**src/rtl/adc_sar_logic_param.sv**
```systemverilog
// Parametrised SAR conversion controller: conventional or monotonic switching per conversion.
// Optional comparator consistency check enabled by defining SAR_COMP_CHECK_EN (adds comp_err).
module adc_sar_logic_param #(
    parameter int WIDTH = 10
) (
    input  logic             clk,
    input  logic             rst_n,
    input  logic             samp,
    input  logic             mode,
    input  logic             comp,
    input  logic             comp_n,
    output logic [WIDTH-1:0] B,
    output logic [WIDTH-1:0] BN,
    output logic [WIDTH-1:0] result,
    output logic             eoc,
`ifdef SAR_COMP_CHECK_EN
    output logic             comp_err,
`endif
    output logic             busy
);

    localparam int IW = (WIDTH > 2) ? $clog2(WIDTH) : 1;
    localparam logic [WIDTH-1:0] ONES    = {WIDTH{1'b1}};
    localparam logic [WIDTH-1:0] MSB_ONE = {1'b1, {(WIDTH-1){1'b0}}};
    localparam logic [IW-1:0]    IDX_TOP = IW'(WIDTH-1);

    typedef enum logic [1:0] {
        ST_IDLE   = 2'd0,
        ST_SAMPLE = 2'd1,
        ST_CONV   = 2'd2,
        ST_DONE   = 2'd3
    } state_t;

    state_t           state_r;
    logic             mode_r;
    logic [IW-1:0]    idx_r;
    logic [WIDTH-1:0] code_r;
    logic [WIDTH-1:0] b_r;
    logic [WIDTH-1:0] bn_r;
    logic [WIDTH-1:0] result_r;
    logic             eoc_r;
    logic             busy_r;
    logic             dec_s;
    logic             fault_s;
    logic [WIDTH-1:0] conv_b_s;
    logic [WIDTH-1:0] mono_b_s;
    logic [WIDTH-1:0] mono_bn_s;
    logic [WIDTH-1:0] code_next_s;

`ifdef SAR_COMP_CHECK_EN
    logic             err_r;
    assign comp_err = err_r;
`endif

    assign B      = b_r;
    assign BN     = bn_r;
    assign result = result_r;
    assign eoc    = eoc_r;
    assign busy   = busy_r;

    // Bit decision, with a stuck/equal comparator pair forced to a 0 decision when checked.
    always_comb begin
        fault_s = (comp == comp_n);
`ifdef SAR_COMP_CHECK_EN
        if (fault_s) begin
            dec_s = 1'b0;
        end else begin
            dec_s = comp;
        end
`else
        // comp_n carries no information without the checker
        dec_s = comp & (comp_n | 1'b1);
`endif
    end

    // Next DAC codes for the bit currently being resolved.
    always_comb begin
        conv_b_s    = b_r;
        mono_b_s    = b_r;
        mono_bn_s   = bn_r;
        code_next_s = {code_r[WIDTH-2:0], dec_s};
        for (int i = 0; i < WIDTH; i++) begin
            if (i == int'(idx_r)) begin
                conv_b_s[i] = dec_s;
                if (dec_s) begin
                    mono_b_s[i] = 1'b0;
                end else begin
                    mono_bn_s[i] = 1'b0;
                end
            end else if (i + 1 == int'(idx_r)) begin
                conv_b_s[i] = 1'b1;
            end else begin
                conv_b_s[i] = b_r[i];
            end
        end
    end

    // Conversion state machine with registered DAC drive, result, eoc and busy.
    always_ff @(posedge clk) begin
        if (!rst_n) begin
            state_r  <= ST_IDLE;
            mode_r   <= 1'b0;
            idx_r    <= '0;
            code_r   <= '0;
            b_r      <= '0;
            bn_r     <= ONES;
            result_r <= '0;
            eoc_r    <= 1'b0;
            busy_r   <= 1'b0;
`ifdef SAR_COMP_CHECK_EN
            err_r    <= 1'b0;
`endif
        end else begin
            eoc_r <= 1'b0;
            case (state_r)
                ST_IDLE: begin
                    b_r    <= '0;
                    bn_r   <= ONES;
                    busy_r <= 1'b0;
                    if (samp) begin
                        state_r <= ST_SAMPLE;
`ifdef SAR_COMP_CHECK_EN
                        err_r   <= 1'b0;
`endif
                    end
                end
                ST_SAMPLE: begin
                    if (!samp) begin
                        state_r <= ST_CONV;
                        mode_r  <= mode;
                        idx_r   <= IDX_TOP;
                        code_r  <= '0;
                        busy_r  <= 1'b1;
                        if (mode) begin
                            b_r  <= ONES;
                            bn_r <= ONES;
                        end else begin
                            b_r  <= MSB_ONE;
                            bn_r <= ~MSB_ONE;
                        end
                    end else begin
                        b_r  <= '0;
                        bn_r <= ONES;
                    end
                end
                ST_CONV: begin
                    if (samp) begin
                        // resample aborts: drop the partial code, no eoc
                        state_r <= ST_SAMPLE;
                        b_r     <= '0;
                        bn_r    <= ONES;
                        busy_r  <= 1'b0;
`ifdef SAR_COMP_CHECK_EN
                        err_r   <= 1'b0;
`endif
                    end else begin
                        code_r <= code_next_s;
                        if (mode_r) begin
                            b_r  <= mono_b_s;
                            bn_r <= mono_bn_s;
                        end else begin
                            b_r  <= conv_b_s;
                            bn_r <= ~conv_b_s;
                        end
`ifdef SAR_COMP_CHECK_EN
                        if (fault_s) begin
                            err_r <= 1'b1;
                        end
`endif
                        if (idx_r == '0) begin
                            state_r  <= ST_DONE;
                            result_r <= code_next_s;
                            eoc_r    <= 1'b1;
                            busy_r   <= 1'b0;
                        end else begin
                            idx_r <= idx_r - IW'(1);
                        end
                    end
                end
                ST_DONE: begin
                    b_r    <= '0;
                    bn_r   <= ONES;
                    busy_r <= 1'b0;
                    if (samp) begin
                        state_r <= ST_SAMPLE;
`ifdef SAR_COMP_CHECK_EN
                        err_r   <= 1'b0;
`endif
                    end else begin
                        state_r <= ST_IDLE;
                    end
                end
                default: begin
                    state_r <= ST_IDLE;
                    b_r     <= '0;
                    bn_r    <= ONES;
                    busy_r  <= 1'b0;
                end
            endcase
        end
    end

endmodule

```
**config.mk**
```make
export PLATFORM = sky130hd
export DESIGN_NAME = adc_sar_logic_param
export DESIGN_NICKNAME = d
export VERILOG_FILES = /design/src/rtl/adc_sar_logic_param.sv
export SDC_FILE = /design/constraint.sdc
export NUM_CORES = 1
export LEC_CHECK = 0
export CAP_MARGIN = 10
export CORE_MARGIN = 1.5
export CORE_UTILIZATION = 35
export CTS_CLUSTER_SIZE = 8
export DETAILED_ROUTE_END_ITERATION = 16
export HOLD_SLACK_MARGIN = 0.03
export SKIP_CTS_REPAIR_TIMING = 1
export SLEW_MARGIN = 10
export SYNTH_ARGS = -nofsm -noshare
export SYNTH_HDL_FRONTEND = slang
export SYNTH_SLANG_ARGS = --single-unit
```
**constraint.sdc**
```tcl
create_clock -name clk -period 5.6 [get_ports clk]
set_input_delay 0.56 -clock clk [delete_from_list [all_inputs] [get_ports clk]]
set_output_delay 0.56 -clock clk [all_outputs]
set_load 0.005 [all_outputs]
```
==> impl_metrics.yaml, run 1 <==
floorplanning:
  start_util_pct: 36.8
  row_count: 30
  ios: 38
  die_width_um: 87.9
  core_mm2: 0.00687
  dieArea_mm2: 0.00773
  die_h_um: 87.9
critical_path:
  reg2regPathDepth: 6
  path_delay_family: "simple AND/OR/NAND/NOR gates"
  max_stage_delay_ns: 0.73
  crit_type: "in2reg"
  cp.depth: 5
  critPathSlowestCell: "nor2b_1"
  worstPathCellList: "clkdlybuf4s50_1 > nor2b_1 > nand2_1 > mux2i_1 > nor2_1"
  worst_setup_path_start_kind: "input port"
  worstPathArrival_ns: 2.92
  r2r-start: "state_r[0]"
  path_buf_inv: 1
  cp_max_fo: 14
  cp.required_ns: 5.76
  worst_r2r_endpoint: "result[3]"
  r2r_slack_ns: 2.95
  endpoint_kind: "flip-flop"
route:
  via_per_inst: 5.27
  num_vias: 2202
  dr.first_iter.drc_count: 100
  avgRoutedWirePerCell_um: 14.5
  drtAntennaViolNets: 0
  dr.pass1.iters: 5
  drc: 0
  drt-total-wl_mm: 6.08
timing:
  worst_pin_slew_ns: 0.986
  final-hold-violation-count: 0
  holdWs_ns: 0.478
  final.min_clock_period_ns: 2.76
  finalCritPeriodShare_pct: 49.3
  totalNegativeSetupSlack_ns: 0
  setup_viol: 0
  max_freq_mhz: 362
  rsz0062_at_grt: "false"
  fin_skew_ns: 0.00683
  slew_headroom_pct: 34.2
  final_max_slew_viol_count: 0
synthesis:
  yosys_warnings: 0
  syn_area_per_cell_um2: 8.53
  postSynthCellCount: 296
  syn_area_mm2: 0.00252
  synth_edf_count: 0
  netlist_top_cells_area: "dfxtp_1, mux2i_1, ha_1"
  synth_ff_type: "dfxtp_1"
  synth-async-reset-ratio_pct: 0
  yosysSeqAreaShare_pct: 38.1
  synth_top_area_share_pct: 38.1
  synth_most_common_cell: "dfxtp_1"
  yosys_register_bits: 48
  yosysTopAreaCell: "dfxtp_1"
  synth_fp_nets: 312
  yosysUniqueCellTypes: 47
  synthTopCellsByCount: "dfxtp_1, nor2_1, o21ai_0, nand2_1"
clocking:
  clock_path_buffers: 2
  clock_sinks: 48
  cts_made_buffers: 5
  cts_htree_levels: 2
  clk_pin_slew_ns: 0.10
  cts_tree: "done"
  clk_latency_ns: 0.30
  root_buffer: "clkbuf_8"
placement:
  place_congestion: 0.806
  portBuffers: 36
  dp_hpwl_mm: 4.19
global_route:
  grt_max_degree: 32
  grt_use_total_pct: 16.5
  grt_antenna_before_repair: 0
  grt_overflow: 0
  grt_pass1_wl_mm: 10.0
  grt_pass1_vias: 2143
cells_and_area:
  nets: 337
  fillers: 710
  n_antenna_cell: 0
  multi_input_area_mm2: 0.00143
  area_growth_pct: 19.8
  seqCellArea_um2: 961
  drive_gt1_share_pct: 4.97
power:
  cellPowerDensity_mw_per_mm2: 346
  vdd_drop_max_mv: 0.147
  p_leak_nw: 1.17
worst_hold_path:
  min_to: "BN[9]"
  hold_start: "BN[9]"
  hp-class: "reg2reg"
  hold_depth: 2
run_status:
  status: "finished, final reports clean"
run:
  maxCapViolCount: 0
[layer usage]
metal / GRT usage [%] / wire, um / vias up
met3: 3.11 / 276 / 5
li1: - / - / 1118
met2: 28.7 / 2870 / 51
met5: 0 / 0 / -
met4: 3.90 / 34 / 0
met1: 21.2 / 2900 / 1028
[power breakdown]
group / total [mW] / internal [mW] / leakage [nW] / switching (mW)
Combinational: 0.358 / 0.168 / 0.722 / 0.190
Clock: 0.261 / 0.135 / 0.0583 / 0.126
Sequential: 0.429 / 0.389 / 0.390 / 0.0398
Total: 1.05 / 0.692 / 1.17 / 0.355
[area by class of cell]
cell class | count | share of cell area (%)
Clock buffer | 5 | 2.27
Tap cell | 96 | 3.97
Multi-Input combinational cell | 221 | 47.4
Inverter | 9 | 1.12
Sequential cell | 48 | 31.8
Timing Repair Buffer | 36 | 11.9
Clock inverter | 3 | 1.57
[stage by stage]
stage	cell area (um^2)	util, %	power [mW]	worst slack [ns]	instances
after floorplan	2520	-	0.673	3.81	296
after global placement	2910	42.3	0.788	2.50	410
after detailed placement	2910	42.3	0.797	2.48	410
after CTS	3030	44.0	1.06	2.80	418
after global routing	3030	44.0	1.12	2.58	418
final	3030	44.0	1.05	2.84	418
[cell families (layout without fill, tap and decap cells)]
group           count (synthesis)  count (layout)  share of synthesized area (%)
simple gates                  100             100                           20.9
buf+inv                        27              53                           5.15
mux                            14              14                           5.60
compound gates                 96              96                           25.0
flops                          48              48                           38.1
fa+ha+maj                      10              10                           4.96
xor+xnor                        1               1                          0.347
[sequential cells by signal, summed over array words and instances, names as in the netlist, 2 cells and up]
register / count
result: 10
state_r: 2
BN: 10
B: 10
idx_r: 4
code_r: 9
[worst max path at each step]
stage	to	slack [ns]	start
2_1_floorplan	B[0]	3.81	state_r[1]
3_3_place_gp	result[8]	2.50	samp
4_1_cts	result[8]	2.80	samp
6_report	result[3]	2.84	samp
5_1_grt	result[4]	2.58	samp
3_5_place_dp	result[8]	2.48	samp
[worst reg2reg max path: stages (launching register included)]
cell and delay (ns):
dfxtp_1 0.34, inv_1 0.16, ha_1 0.38, nor2b_1 0.68, nand2_1 0.60, mux2i_1 0.30, nor2_1 0.05
[cell usage in the layout (no fill, tap or decap), types with 3 or more instances in the layout]
master           count
dfxtp_1             48
clkdlybuf4s50_1     36
nor2_1              32
o21ai_0             21
nand2_1             19
a21oi_1             15
a31oi_1             15
mux2i_1             13
a21o_1              11
ha_1                10
inv_1                9
nand2b_1             9
nor2b_1              9
a22oi_1              9
nor3_1               8
nand3b_1             5
a211oi_1             5
clkbuf_8             5
nor3b_1              4
or2_2                4
o31ai_1              3
No activity file was read; power rests on OpenSTA's default activity.
==> run 2: changes to the inputs <==
- clock period: 5.6 -> 2.7 ns (I/O delays scaled with it)
==> run 2 against run 1 <==
Effect of this change: global-route usage shrank 0.61 points; worst setup slack lost 2.3 ns; largest cell class unchanged; register-to-register slack got worse by 2.4 ns; hold slack improved by 0.012 ns; clock power up 100%; design area increased by 0.95%.
==> impl_metrics.yaml, run 2 (same netlist as run 1, synthesis figures left out) <==
run_status:
  status: "finished, final reports clean"
floorplanning:
  start_util_pct: 36.8
  dieArea_mm2: 0.00773
  die_h_um: 87.9
  core_mm2: 0.00687
  ios: 38
  row_count: 30
  die_width_um: 87.9
global_route:
  grt_pass1_wl_mm: 9.70
  grt_use_total_pct: 15.9
  grt_antenna_before_repair: 0
  grt_overflow: 0
  grt_pass1_vias: 2084
  grt_max_degree: 28
clocking:
  cts_made_buffers: 5
  cts_tree: "done"
  clock_sinks: 48
  clock_path_buffers: 2
  clk_latency_ns: 0.30
  clk_pin_slew_ns: 0.10
  root_buffer: "clkbuf_8"
  cts_htree_levels: 2
timing:
  final.min_clock_period_ns: 2.16
  holdWs_ns: 0.490
  max_freq_mhz: 462
  worst_pin_slew_ns: 0.657
  fin_skew_ns: 0.00820
  final_max_slew_viol_count: 0
  setup_viol: 0
  final-hold-violation-count: 0
  totalNegativeSetupSlack_ns: 0
  slew_headroom_pct: 56.1
  rsz0062_at_grt: "false"
  finalCritPeriodShare_pct: 80.1
power:
  cellPowerDensity_mw_per_mm2: 710
  vdd_drop_max_mv: 0.290
  p_leak_nw: 1.19
cells_and_area:
  stdcell_count: 422
  fillers: 666
  layout_common_cells: "dfxtp_1, clkdlybuf4s50_1, nor2_1, o21ai_0, nand2_1"
  seqCellArea_um2: 961
  final_util_pct: 44.5
  nets: 341
  area_growth_pct: 21.0
  drive_gt1_share_pct: 6.13
  n_antenna_cell: 0
  layout_commonest_cell: "dfxtp_1"
  multi_input_area_mm2: 0.00143
route:
  dr.first_iter.drc_count: 86
  dr.pass1.iters: 4
  drtAntennaViolNets: 0
  drc: 0
  avgRoutedWirePerCell_um: 14.0
  via_per_inst: 5.31
  num_vias: 2240
  drt-total-wl_mm: 5.91
critical_path:
  worstPathArrival_ns: 2.35
  worst_setup_path_start_kind: "flip-flop"
  critPathSlowestCell: "nand2_1"
  reg2regPathDepth: 6
  path_buf_inv: 1
  crit_type: "reg2reg"
  cp.required_ns: 2.88
  max_stage_delay_ns: 0.45
  cp.depth: 6
  path_delay_family: "simple AND/OR/NAND/NOR gates"
  cp_max_fo: 11
  worstPathCellList: "inv_1 > ha_1 > nor3b_1 > nand2_1 > mux2i_1 > nor2_1"
  endpoint_kind: "flip-flop"
run:
  maxCapViolCount: 0
worst_hold_path:
  hp-class: "reg2reg"
  hold_depth: 2
placement:
  dp_cells: 414
  place_congestion: 0.821
  dp_hpwl_mm: 4.19
  portBuffers: 36
run 2: cell types whose count changed in the layout (fill, tap and decap cells not counted):
cell / before / now
buf_4: 0 / 4
clkinv_4: 2 / 0
clkinvlp_4: 0 / 1
inv_6: 0 / 1
run 2: through the flow:
stage | total power [mW] | area, um^2 | setup WS, ns
floorplan | 1.39 | 2520 | 0.910
global placement | 1.64 | 2940 | 0.467
detailed placement | 1.65 | 2940 | 0.485
CTS | 2.19 | 3050 | 0.479
global route | 2.32 | 3050 | 0.303
finish | 2.17 | 3050 | 0.537
run 2: layout make-up:
type	instances	area share, %
Multi-Input combinational cell	221	46.9
Sequential cell	48	31.5
Timing Repair Buffer	40	12.8
Tap cell	96	3.93
Clock buffer	5	2.25
Clock inverter	3	1.52
Inverter	9	1.11
run 2: report_power, final:
group | internal (mW) | total (mW) | switching, mW | leakage, nW
combinational | 0.356 | 0.744 | 0.388 | 0.741
sequential | 0.807 | 0.890 | 0.0827 | 0.390
clock | 0.279 | 0.534 | 0.254 | 0.0548
run 2: routing by layer:
metal	vias up	wire length, um	global-route usage [%]
met2	57	2690	26.0
met1	1053	2850	20.6
li1	1122	-	-
met4	0	73	5.19
met5	-	0	0
met3	8	303	3.86
run 2: worst paths after layout:
| check | start | to | slack, ns |
|---|---|---|---|
| worst max-delay path | idx_r[0] | result[7] | 0.54 |
| worst min-delay path | BN[9] | BN[9] | 0.49 |
| worst max register to register | idx_r[0] | result[7] | 0.54 |
| worst min register to register | BN[9] | BN[9] | 0.49 |
run 2: tightest hold or removal path, stage by stage (launching register included):
cell and delay (ns):
dfxtp_1 0.34, a21oi_1 0.06, o31ai_1 0.06
==> run 3: changes to the inputs <==
- clock period: 2.7 -> 1.76 ns (I/O delays scaled with it)
==> run 3 against run 2 <==
Effect of this change: clock power increased by 58%; clock skew grew 0.0018 ns; worst setup slack got worse by 0.43 ns; sequential power grew 55%; die area unchanged; via count is 7.9% higher; critical path type unchanged; hold slack got worse by 0.012 ns; first-iteration DRC count up 58%; non-clock buffer count up 36; largest cell class unchanged; register-to-register slack got worse by 0.43 ns; utilization up 5.3 points; critical path depth is 1 lower.
==> impl_metrics.yaml, run 3 (same netlist as run 1, synthesis figures left out) <==
power:
  finalPower_mw: 3.71
  vdd_drop_max_mv: 0.477
  p_leak_nw: 1.39
  cellPowerDensity_mw_per_mm2: 1090
cells_and_area:
  stdcell_count: 458
  n_antenna_cell: 0
  nets: 377
  area_growth_pct: 35.3
  drive_gt1_share_pct: 19.9
  layout_commonest_cell: "dfxtp_1"
  final_util_pct: 49.7
  layout_common_cells: "dfxtp_1, buf_4, clkdlybuf4s50_1, nor2_1, o21ai_0"
floorplanning:
  core_mm2: 0.00687
  start_util_pct: 36.8
  row_count: 30
  ios: 38
  die_width_um: 87.9
  die_h_um: 87.9
  dieArea_mm2: 0.00773
critical_path:
  cp.required_ns: 2.01
  reg2regPathDepth: 5
  endpoint_kind: "flip-flop"
  worstPathCellList: "inv_2 > ha_4 > nor4b_4 > or3b_1 > a31oi_1"
  worst_setup_path_start_kind: "flip-flop"
  worstPathArrival_ns: 1.90
  max_stage_delay_ns: 0.41
  critPathSlowestCell: "nor4b_4"
  cp_max_fo: 7
  crit_type: "reg2reg"
clocking:
  cts_tree: "done"
  clock_sinks: 48
  clk_latency_ns: 0.31
  clock_path_buffers: 2
  cts_htree_levels: 2
  clk_pin_slew_ns: 0.10
  cts_made_buffers: 5
  root_buffer: "clkbuf_8"
route:
  drt-total-wl_mm: 6.63
  dr.first_iter.drc_count: 136
  num_vias: 2417
  dr.pass1.iters: 4
  via_per_inst: 5.28
  drtAntennaViolNets: 0
  drc: 0
  avgRoutedWirePerCell_um: 14.5
global_route:
  grt_antenna_before_repair: 0
  grt_use_total_pct: 18.4
  grt_pass1_wl_mm: 11.0
  grt_overflow: 0
  grt_max_degree: 28
  grt_pass1_vias: 2300
timing:
  final-hold-violation-count: 0
  max_freq_mhz: 605
  slew_headroom_pct: 68.3
  setup_viol: 0
  final.min_clock_period_ns: 1.65
  worst_pin_slew_ns: 0.474
  finalCritPeriodShare_pct: 93.9
  final_max_slew_viol_count: 0
  holdWs_ns: 0.478
  fin_skew_ns: 0.0100
run:
  maxCapViolCount: 0
worst_hold_path:
  hp-class: "reg2reg"
  hold_depth: 2
placement:
  place_congestion: 0.826
  portBuffers: 36
  dp_cells: 449
  dp_hpwl_mm: 4.75
run_status:
  status: "finished, final reports clean"
[run 3: changes by cell type in the layout (fill, tap and decap cells not counted), moves of 2 or more]
cell,previous run,this run
dfxtp_2,0,5
nor2b_1,9,6
dfxtp_1,48,43
buf_4,4,38
ha_1,10,7
buf_12,0,2
nor2b_2,0,2
ha_4,0,2
[run 3: worst paths after layout]
kind              start    end  slack, ns
min               BN[9]  BN[9]       0.48
max          state_r[1]   B[0]       0.11
min reg2reg       BN[9]  BN[9]       0.48
max reg2reg  state_r[1]   B[0]       0.11
[run 3: critical path, delay by kind of cell (launching register included)]
kind            cells  cell delay [ns]
simple gates        2             0.79
compound gates      1             0.15
flops               1             0.38
buf+inv             1             0.07
fa+ha+maj           1             0.20
[run 3: area by class of cell]
class                           count  area [um^2]
Fill cell                         658         3450
Multi-Input combinational cell    221         1490
Inverter                            9         33.8
Timing Repair Buffer               76          686
Tap cell                           96          120
Clock inverter                      3         46.3
Clock buffer                        5         68.8
Sequential cell                    48          967
[run 3: metal layers]
layer / vias to the layer above / track usage [%] / part of all wire [%]
li1: 1196 / - / -
met1: 1141 / 23.7 / 47
met2: 68 / 29.7 / 46
met3: 12 / 3.96 / 4.7
met4: 0 / 7.36 / 1.7
met5: - / 0 / 0
[run 3: power by group]
part | switching [mW] | internal, mW
logic | 0.694 | 0.792
registers | 0.132 | 1.25
clock network | 0.416 | 0.429
[run 3: per-stage QoR]
step                      setup slack [ns]  TNS [ns]  area, um^2
after floorplan                     0.0262         0        2520
after global placement             -0.0157   -0.0209        3230
after detailed placement           -0.0900    -0.266        3230
after CTS                           -0.112    -0.648        3340
after global routing              -0.00261  -0.00261        3420
final                                0.108         0        3420
